**config.mk**
```make
export PLATFORM = sky130hd
export DESIGN_NAME = cpu8_prog_sequencer
export DESIGN_NICKNAME = d
export VERILOG_FILES = /design/src/rtl/cpu8_prog_sequencer.sv
export SDC_FILE = /design/constraint.sdc
export NUM_CORES = 1
export LEC_CHECK = 0
export BUFFER_PORTS_ARGS = -buffer_cell sky130_fd_sc_hd__clkbuf_2
export CAP_MARGIN = 30
export CORE_MARGIN = 2
export CORE_UTILIZATION = 35
export CTS_CLUSTER_DIAMETER = 150
export DETAILED_ROUTE_END_ITERATION = 8
export GPL_TIMING_DRIVEN = 1
export SYNTH_ARGS = -nofsm -noshare
export SYNTH_HDL_FRONTEND = slang
export SYNTH_SLANG_ARGS = --single-unit
```
**constraint.sdc**
```tcl
create_clock -name clk -period 2.3 [get_ports clk]
set_input_delay 0.23 -clock clk [delete_from_list [all_inputs] [get_ports clk]]
set_output_delay 0.23 -clock clk [all_outputs]
set_load 0.01 [all_outputs]
```
**src/rtl/cpu8_prog_sequencer.sv**
```systemverilog
// Program buffer and replay sequencer feeding the 8-bit accumulator core; captures the core result after a drain delay.
// Optional CPU8SEQ_LOOP_EN adds loop_i/stop_i for repeated playback passes.
module cpu8_prog_sequencer #(
  parameter int          DEPTH    = 16,
  parameter int          DRAIN    = 3,
  parameter logic [7:0]  NOP_BYTE = 8'h00
) (
  input  logic       clk,
  input  logic       rst_n,
  input  logic       load_valid_i,
  output logic       load_ready_o,
  input  logic [7:0] load_data_i,
  input  logic       clear_i,
  input  logic       start_i,
`ifdef CPU8SEQ_LOOP_EN
  input  logic       loop_i,
  input  logic       stop_i,
`endif
  output logic [7:0] instr_out_o,
  output logic       instr_valid_o,
  input  logic [7:0] result_in_i,
  output logic [7:0] result_out_o,
  output logic       done_o,
  output logic       busy_o,
  output logic [4:0] prog_len_o
);

  localparam int         AW     = $clog2(DEPTH);
  localparam int         CW     = $clog2(DRAIN + 1);
  localparam logic [4:0] DEPTH5 = 5'(DEPTH);

  typedef enum logic [1:0] {S_IDLE, S_RUN, S_DRAIN} state_e;

  logic [7:0]    mem [DEPTH];
  state_e        state_q;
  logic [4:0]    idx_q;
  logic [CW-1:0] cnt_q;
  logic [4:0]    prog_len_q, prog_len_d;
  logic [7:0]    instr_out_q;
  logic          instr_valid_q;
  logic [7:0]    result_q;
  logic          done_q;
  logic          busy_q;
  logic          load_ready_q;
  logic          in_idle, load_fire, start_fire, wrap;

  assign in_idle    = (state_q == S_IDLE);
  assign load_fire  = in_idle && load_valid_i && load_ready_q && !clear_i;
  // Clear or an accepted load in the same cycle takes precedence over start.
  assign start_fire = in_idle && start_i && !clear_i && !load_fire;

`ifdef CPU8SEQ_LOOP_EN
  logic loop_q, stop_q;
  assign wrap = loop_q && !(stop_q || stop_i);
`else
  assign wrap = 1'b0;
`endif

  always_comb begin
    prog_len_d = prog_len_q;
    if (in_idle) begin
      if (clear_i)
        prog_len_d = 5'd0;
      else if (load_fire)
        prog_len_d = prog_len_q + 5'd1;
    end
  end

  always_ff @(posedge clk) begin
    if (load_fire)
      mem[prog_len_q[AW-1:0]] <= load_data_i;
  end

  always_ff @(posedge clk or negedge rst_n) begin
    if (!rst_n) begin
      state_q       <= S_IDLE;
      idx_q         <= 5'd0;
      cnt_q         <= '0;
      prog_len_q    <= 5'd0;
      instr_out_q   <= NOP_BYTE;
      instr_valid_q <= 1'b0;
      result_q      <= 8'h00;
      done_q        <= 1'b0;
      busy_q        <= 1'b0;
      load_ready_q  <= 1'b1;
`ifdef CPU8SEQ_LOOP_EN
      loop_q        <= 1'b0;
      stop_q        <= 1'b0;
`endif
    end else begin
      done_q <= 1'b0;
      case (state_q)
        S_IDLE: begin
          prog_len_q   <= prog_len_d;
          load_ready_q <= (prog_len_d < DEPTH5);
          if (start_fire) begin
            busy_q       <= 1'b1;
            load_ready_q <= 1'b0;
`ifdef CPU8SEQ_LOOP_EN
            loop_q       <= loop_i;
            stop_q       <= 1'b0;
`endif
            if (prog_len_q != 5'd0) begin
              state_q       <= S_RUN;
              instr_out_q   <= mem[0];
              instr_valid_q <= 1'b1;
              idx_q         <= 5'd1;
            end else begin
              state_q <= S_DRAIN;
              cnt_q   <= CW'(1);
            end
          end
        end
        S_RUN: begin
`ifdef CPU8SEQ_LOOP_EN
          stop_q <= stop_q | stop_i;
`endif
          // idx_q == prog_len_q means the last entry is already on instr_out.
          if (idx_q == prog_len_q) begin
            if (wrap) begin
              instr_out_q <= mem[0];
              idx_q       <= 5'd1;
            end else begin
              instr_out_q   <= NOP_BYTE;
              instr_valid_q <= 1'b0;
              state_q       <= S_DRAIN;
              cnt_q         <= CW'(1);
            end
          end else begin
            instr_out_q <= mem[idx_q[AW-1:0]];
            idx_q       <= idx_q + 5'd1;
          end
        end
        S_DRAIN: begin
          if (cnt_q == CW'(DRAIN)) begin
            result_q     <= result_in_i;
            done_q       <= 1'b1;
            busy_q       <= 1'b0;
            state_q      <= S_IDLE;
            load_ready_q <= (prog_len_q < DEPTH5);
          end else begin
            cnt_q <= cnt_q + 1'b1;
          end
        end
        default: state_q <= S_IDLE;
      endcase
    end
  end

  assign load_ready_o  = load_ready_q;
  assign instr_out_o   = instr_out_q;
  assign instr_valid_o = instr_valid_q;
  assign result_out_o  = result_q;
  assign done_o        = done_q;
  assign busy_o        = busy_q;
  assign prog_len_o    = prog_len_q;

endmodule

```
==> metrics.csv, run 1 <==
metric,value,unit
Longest Clk Path Bufs,2,
Skew-Pair Late Insertion Delay,430,ps
pre-CTS WS,300,ps
Seq pwr share,40.2,%
crit path DAT,2160,ps
clock sinks,162,
Final Setup Violations,0,
critical path capture point type,flip-flop,
outcome,"complete, no violations",
Via density,5.27,
Cell variety after synth,46,
Synth Register Bits,162,
"Hold Vio Cnt, Final",0,
CTS Hold Bufs,1,
dominant cell type by area after synthesis,edfxtp_1,
Multi-input gate area,1800,um^2
Die Span X,142,um
ANT nets after route,0,
Startpoint Class,flip-flop,
hpwl dp,9940,um
CTS tree,done,
Async SR Flop Fraction,21.0,%
total CTS buffers,17,
Post-Syn Area,6660,um^2
Worst Path Required,2430,ps
post-synthesis sequential area ratio,70.5,%
FF-to-FF setup slack,260,ps
IO Pins,46,
max-capacitance violation count,0,
Max Clock Skew,8.86,ps
cell count after synthesis,408,
GRT busiest layer,met2,
Int Pwr,0.00651,W
global route overflow,0,
fin. max-slew vios,0,
vias in the first global route,3924,
Final min period,2040,ps
worst-margin pin slew,861,ps
Combinational Power Share,27.7,%
PD cells,1170,nW/um^2
post-DR wirelength/cell,20.3,um
fin crit share,88.6,%
full die area,20100,um^2
post-layout util,42.5,%
final wirelength,14700,um
Layout area overhead,19.3,%
antenna violations before repair,0,
CTS root buffer,clkbuf_16,
RD Place Congestion,0.851,
# port buffers,45,
Post-CTS Setup Repair Bufs,0,
Hold WC Path Type,input pin to flip-flop,
average cell area after synthesis,16.3,um^2
Peak VDD IR,0.523,mV
CP Class,flip-flop to flip-flop,
Post-Synthesis Net Count,435,
PostCTS Resize Cnt,0,
initial core utilization,35.6,%
setup TNS,0,ps
Critical Path Fanout Max,9,
YS warnings,0,
met2 Usage GRT,24.6,%
P_sw,0.00281,W
worst setup margin,261,ps
Total Routing Usage GR,15.5,%
sequential cell area,4700,um^2
DRT Pass-1 Iters,4,
most used flip-flop cell after synthesis,edfxtp_1,
# rows,50,
routed vias,3823,
# DRC,0,
post-synth top area share,57.7,%
core area,18700,um^2
initial drt markers,332,
number of synthesized flops with an enable pin,128,
antenna fix cells,0,
slew margin rel.,42.6,%
Final #Nets,506,
"CTS clk-pin slew, worst paths",60,ps
H-tree levels,4,
M3 GR Usage,3.71,%
GRT met1 Usage,20.4,%
Fillers,1625,
cell leakage power,2.84,nW
fraction of layout cells with a size suffix above 1,31.7,%
Fmax achieved,0.491,GHz
first-pass GRT wire length,22600,um
Die H,142,um
RSZ-0062 raised after global routing,false,
Clk network pwr share,32.1,%
sw frac,30.1,%
largest net degree at the start of global routing,52,
synth top area cells,"edfxtp_1, dfrtp_1, mux4_2, mux2_2, mux2i_1",
-- synth_stat cells (2+ instances only) --
master / count
nor3_1: 6
xor2_1: 5
buf_1: 3
or3_1: 2
dfrtp_1: 33
o21ai_2: 6
o22ai_1: 11
mux2_2: 25
nor2_1: 20
nand3_1: 2
o221ai_1: 8
buf_2: 11
a211oi_1: 8
o22a_1: 8
clkbuf_1: 5
mux4_2: 16
inv_1: 18
nor2b_1: 3
o31ai_1: 4
mux2i_1: 17
a22oi_1: 9
ha_1: 6
nand2b_1: 7
edfxtp_1: 128
nand2_1: 16
o211ai_1: 3
a21oi_1: 2
o21ai_0: 8
-- cells by family after synthesis --
group                    count (synthesis)  synth area share [%]
AO/OA/AOI/OAI                           73                  8.14
XOR/XNOR                                 5                 0.658
flip-flops                             162                  70.5
buffers and inverters                   38                  2.46
multiplexers                            58                  12.2
AND/OR/NAND/NOR                         66                  4.89
adder cells (fa/ha/maj)                  6                  1.13
-- sequential cells by signal, indices dropped and copies added (netlist names) --
register,flops
busy_o,1
cnt_q,2
done_o,1
idx_q,5
instr_out_o,8
instr_valid_o,1
load_ready_o,1
mem,128
prog_len_o,5
result_out_o,8
state_q,2
-- routing by layer --
| layer | share of wire [%] | vias to the layer above |
|---|---|---|
| met5 | 0 | - |
| met1 | 45 | 1973 |
| met4 | 2.2 | 0 |
| met2 | 49 | 98 |
| met3 | 4.4 | 21 |
| li1 | - | 1731 |
-- placed cells by master (no fill, tap or decap), types with 2 or more instances in the layout --
master	count
mux2i_1	17
o221ai_1	8
inv_1	18
clkinv_4	2
clkinvlp_4	5
clkbuf_16	17
nand3_1	2
nor3_1	6
a211oi_1	8
or3_1	2
mux4_2	16
o21ai_0	8
dfrtp_1	32
o22a_1	8
nand2_1	16
o21ai_2	6
nor2b_1	3
mux2_2	25
bufinv_16	4
nor2_1	20
o211ai_1	3
buf_12	2
a21oi_1	2
xor2_1	5
ha_1	6
clkbuf_2	45
a22oi_1	9
edfxtp_1	128
nand2b_1	7
inv_6	3
o22ai_1	11
buf_4	24
o31ai_1	4
-- metrics by stage --
stage	hold slack [ps]	area [um^2]	total power [W]	std cells
3_3_place_gp	368	7300	0.00637	693
6_report	33.6	7940	0.00931	726
5_1_grt	25.9	7940	0.00977	726
2_1_floorplan	-65.6	6660	0.00553	408
3_5_place_dp	390	7300	0.00641	693
4_1_cts	16.3	7940	0.00940	726
-- path summary, 6_finish.rpt --
path	startpoint	endpoint	cells after the start
hold reg to reg	busy_o	busy_o	2
setup reg to reg	state_q[1]	mem[15][4]	4
hold / removal	result_in_i[6]	result_out_o[6]	2
setup / recovery	state_q[1]	mem[15][4]	4
max in group asynchronous	rst_n	idx_q[1]	2
min in group asynchronous	rst_n	prog_len_o[4]	2
-- layout make-up --
type | instances | share of cell area [%]
clock buffer | 17 | 5.36
timing repair buffer | 72 | 5.73
tap | 234 | 3.69
sequential | 162 | 59.1
multi-input combinational | 208 | 22.6
clock inverter | 15 | 2.60
inverter | 18 | 0.851
-- critical path, stage by stage, from the launching register on --
cell	delay, ps
dfrtp_1	460
or3_1	440
nand2b_1	290
nor2_1	300
buf_4	240
-- power by group through the flow --
stage / Sequential [W] / Combinational [W] / Clock (W)
5_1_grt: 0.00378 / 0.00283 / 0.00315
4_1_cts: 0.00374 / 0.00262 / 0.00304
3_3_place_gp: 0.00378 / 0.00258 / 0
6_report: 0.00374 / 0.00258 / 0.00299
2_1_floorplan: 0.00379 / 0.00173 / 0
3_5_place_dp: 0.00380 / 0.00261 / 0
Power figures use the tool's default switching activity.
==> inputs of run 2 (changes only) <==
ABC_CLOCK_PERIOD_IN_PS = 2200   (was unset)
clock period = 2.2 ns   (was 2.3 ns; I/O delays follow)
==> metrics.csv, run 2 (synthesis gave the netlist of run 1 again) <==
metric,value,unit
initial core utilization,35.6,%
CTS root buffer,clkbuf_16,
IO Pins,46,
Final min period,2050,ps
total power,0.00937,W
largest net degree at the start of global routing,35,
worst setup path end,idx_q[0],
hold path depth,2,
Layout area overhead,18.0,%
# rows,50,
DRT Pass-1 Iters,4,
total CTS buffers,17,
Startpoint Class,flip-flop,
# port buffers,45,
post-DR wirelength/cell,20.6,um
max-capacitance violation count,0,
routed vias,3808,
Max Clock Skew,7.78,ps
Total Routing Usage GR,15.7,%
CP max stage delay,660,ps
outcome,"complete, no violations",
RSZ-0062 raised after global routing,false,
cell leakage power,2.82,nW
core area,18700,um^2
crit path max-delay cell type,or4_4,
CTS tree,done,
global route overflow,0,
Final #Nets,508,
antenna violations before repair,0,
Final Setup Violations,0,
Largest register FFs,128,
Worst R2R Path Depth,5,
Die Span X,142,um
"Hold Vio Cnt, Final",0,
# DRC,0,
Hold WC Path Type,input pin to flip-flop,
crit path from,state_q[1],
Longest Clk Path Bufs,2,
fraction of layout cells with a size suffix above 1,31.4,%
PD cells,1190,nW/um^2
fin crit share,93.1,%
Worst Path Required,2530,ps
Fillers,1671,
slew margin rel.,41.3,%
Skew-Pair Late Insertion Delay,420,ps
setup TNS,0,ps
antenna fix cells,0,
clock sinks,162,
Critical Path Fanout Max,13,
CP Class,flip-flop to flip-flop,
critical path capture point type,flip-flop,
Die H,142,um
RD Place Congestion,0.868,
FF-to-FF setup slack,150,ps
Placed Instances,695,
ANT nets after route,0,
Fmax achieved,0.488,GHz
most frequent cells in the layout,"edfxtp_1, clkbuf_2, dfrtp_1",
hpwl dp,10300,um
Via density,5.23,
vias in the first global route,3913,
crit path DAT,2380,ps
Multi-input gate area,1800,um^2
full die area,20100,um^2
"most common cell after layout, fill and taps aside",edfxtp_1,
final wirelength,15000,um
worst-margin pin slew,880,ps
r2r endpoint,idx_q[0],
ordered list of cells on the worst path,or2_4 -> or4_4 -> nand2_2 -> nand2_1 -> o21ai_0,
sequential cell area,4700,um^2
Peak VDD IR,0.586,mV
initial drt markers,367,
first-pass GRT wire length,22900,um
fin. max-slew vios,0,
"CTS clk-pin slew, worst paths",70,ps
H-tree levels,4,
RR Startpoint,state_q[1],
Final Non-Filler Cells,728,
==> run 2: area by class of cell <==
class	count	share of cell area, %
timing repair buffer	74	5.99
tap	234	3.73
clock inverter	12	1.23
sequential	162	59.8
inverter	18	0.860
multi-input combinational	208	22.9
clock buffer	20	5.56
==> run 2: metal layers <==
layer  up-vias  GRT usage (%)  routed length (um)  part of all wire (%)
li1       1735              -                   -                     -
met5         -              0                   0                     0
met1      1953           20.9                6690                    45
met2       109           25.5                7280                    49
met3        11           3.51                 743                   5.0
met4         0           5.74                 286                   1.9
==> run 2: worst min path at each step <==
| stage | from | endpoint |
|---|---|---|
| 2_1_floorplan | rst_n | busy_o |
| 5_1_grt | result_in_i[1] | result_out_o[1] |
| 6_report | result_in_i[1] | result_out_o[1] |
| 3_3_place_gp | rst_n | prog_len_o[1] |
| 4_1_cts | result_in_i[1] | result_out_o[1] |
| 3_5_place_dp | rst_n | prog_len_o[1] |
==> run 2: power breakdown <==
group	total (W)	leakage [nW]	switching (W)	internal, W
Clock	0.00268	0.259	0.00121	0.00147
Combinational	0.00276	0.994	0.00148	0.00128
Sequential	0.00392	1.56	0.000288	0.00364
Total	0.00937	2.82	0.00298	0.00638
==> run 2: critical path: cells and delay by family (launching register included) <==
family | cells | cell delay [ps]
and+or+nand+nor | 4 | 1320
DFF | 1 | 460
AOI/OAI and AO/OA | 1 | 180
==> run 2: what timing repair did <==
action / 4_1_cts / 5_1_grt
gates resized for setup: 0 / 0
hold endpoints to repair: 33 / 0
hold buffers: 1 / 0
setup endpoints to repair: 0 / 0
setup buffers: 0 / 0
==> run 2: per-stage QoR <==
step	util [%]	cell area [um^2]	setup slack (ps)	hold slack, ps
finish	42.0	7860	151	25.5
global route	42.0	7860	64.8	14.6
CTS	42.0	7860	181	9.80
detailed placement	39.1	7320	194	379
global placement	39.1	7320	215	355
floorplan	-	6660	77.4	-75.6
==> inputs of run 3 (changes only) <==
PLACE_DENSITY_LB_ADDON = 0.25   (was unset)
==> metrics.csv, run 3 (synthesis gave the netlist of run 1 again) <==
metric,value,unit
Critical Path Fanout Max,3,
Worst Path Required,2510,ps
clock sinks,162,
max-capacitance violation count,0,
Total Routing Usage GR,15.1,%
H-tree levels,4,
most frequent cells in the layout,"edfxtp_1, clkbuf_2, dfrtp_1",
Hold WC Path Type,input pin to flip-flop,
slew margin rel.,44.3,%
fin crit share,89.6,%
Largest register FFs,128,
routed vias,3788,
total power,0.00941,W
Final Non-Filler Cells,730,
CTS tree,done,
full die area,20100,um^2
PD cells,1190,nW/um^2
RD Place Congestion,0.841,
# DRC,0,
post-layout util,42.2,%
DRT Pass-1 Iters,4,
Skew-Pair Late Insertion Delay,430,ps
fraction of layout cells with a size suffix above 1,31.7,%
final wirelength,14400,um
global route overflow,0,
"CTS clk-pin slew, worst paths",60,ps
antenna violations before repair,0,
final instance area,7890,um^2
outcome,"complete, no violations",
# port buffers,45,
placed inst area,7330,um^2
Fmax achieved,0.507,GHz
antenna fix cells,0,
setup TNS,0,ps
critical path capture point type,flip-flop,
"most common cell after layout, fill and taps aside",edfxtp_1,
Final Setup Violations,0,
Die Span X,142,um
first-pass GRT wire length,22400,um
ANT nets after route,0,
Peak VDD IR,0.533,mV
"Hold Vio Cnt, Final",0,
Startpoint Class,flip-flop,
RSZ-0062 raised after global routing,false,
Final #Nets,510,
worst-margin pin slew,835,ps
FF-to-FF setup slack,230,ps
post-DR wirelength/cell,19.7,um
# rows,50,
Longest Clk Path Bufs,2,
Die H,142,um
core area,18700,um^2
cell leakage power,2.83,nW
Final min period,1970,ps
Max Clock Skew,9.93,ps
vias in the first global route,3845,
initial core utilization,35.6,%
CTS root buffer,clkbuf_16,
Post-CTS Setup Repair Bufs,0,
IO Pins,46,
Layout area overhead,18.5,%
total CTS buffers,17,
fin. max-slew vios,0,
hpwl dp,10000,um
Placed Instances,697,
crit path DAT,2280,ps
Via density,5.19,
CP Class,flip-flop to flip-flop,
largest net degree at the start of global routing,37,
initial drt markers,312,
-- run 3: cell types whose count changed in the layout (fill, tap and decap cells not counted) --
cell / before / now
buf_4: 26 / 28
clkbuf_1: 3 / 0
clkinv_1: 0 / 3
clkinv_2: 1 / 0
clkinv_4: 1 / 3
clkinv_8: 0 / 1
inv_4: 2 / 0
inv_6: 5 / 4
inv_8: 1 / 2
-- run 3: cell type report --
type,count,area (um^2)
Multi-Input combinational cell,208,1800
Sequential cell,162,4700
Fill cell,1661,10800
Timing Repair Buffer,76,485
Clock inverter,15,126
Clock buffer,17,425
Inverter,18,67.6
Tap cell,234,293
-- run 3: power breakdown --
part	switching (W)	internal, W	leakage (nW)	total, W
clock network	0.00126	0.00147	0.264	0.00273
registers	0.000265	0.00363	1.56	0.00390
logic	0.00148	0.00130	1.00	0.00278
-- run 3: worst paths after layout --
check                                from              end  cells after the start
max                         prog_len_o[0]         cnt_q[0]                      7
min                        result_in_i[3]  result_out_o[3]                      2
max reg2reg                 prog_len_o[0]         cnt_q[0]                      7
min reg2reg                        busy_o           busy_o                      2
max in group asynchronous           rst_n         idx_q[1]                      2
min in group asynchronous           rst_n    prog_len_o[0]                      2
-- run 3: what timing repair did --
action,in CTS,in global routing
hold endpoints to repair,33,0
hold buffers,1,0
resized for setup,0,0
-- run 3: worst max-delay path: stages, from the launching register on --
cell	delay, ps
dfrtp_1	370
inv_1	100
ha_1	180
nor4b_1	340
nor3b_1	260
o311ai_0	160
buf_4	190
mux2_2	260
-- run 3: routing by layer --
layer	track usage, %	vias to the layer above	routed length [um]
li1	-	1743	-
met1	20.7	1935	6790
met2	24.5	95	6910
met3	3.48	15	523
met4	4.11	0	155
met5	0	-	0
-- run 3: stage by stage --
step	worst slack, ps	hold slack (ps)
final	229	25.8
after global routing	82.9	18.6
after CTS	200	15.4
after detailed placement	194	367
after global placement	223	365
after floorplan	77.4	-75.6
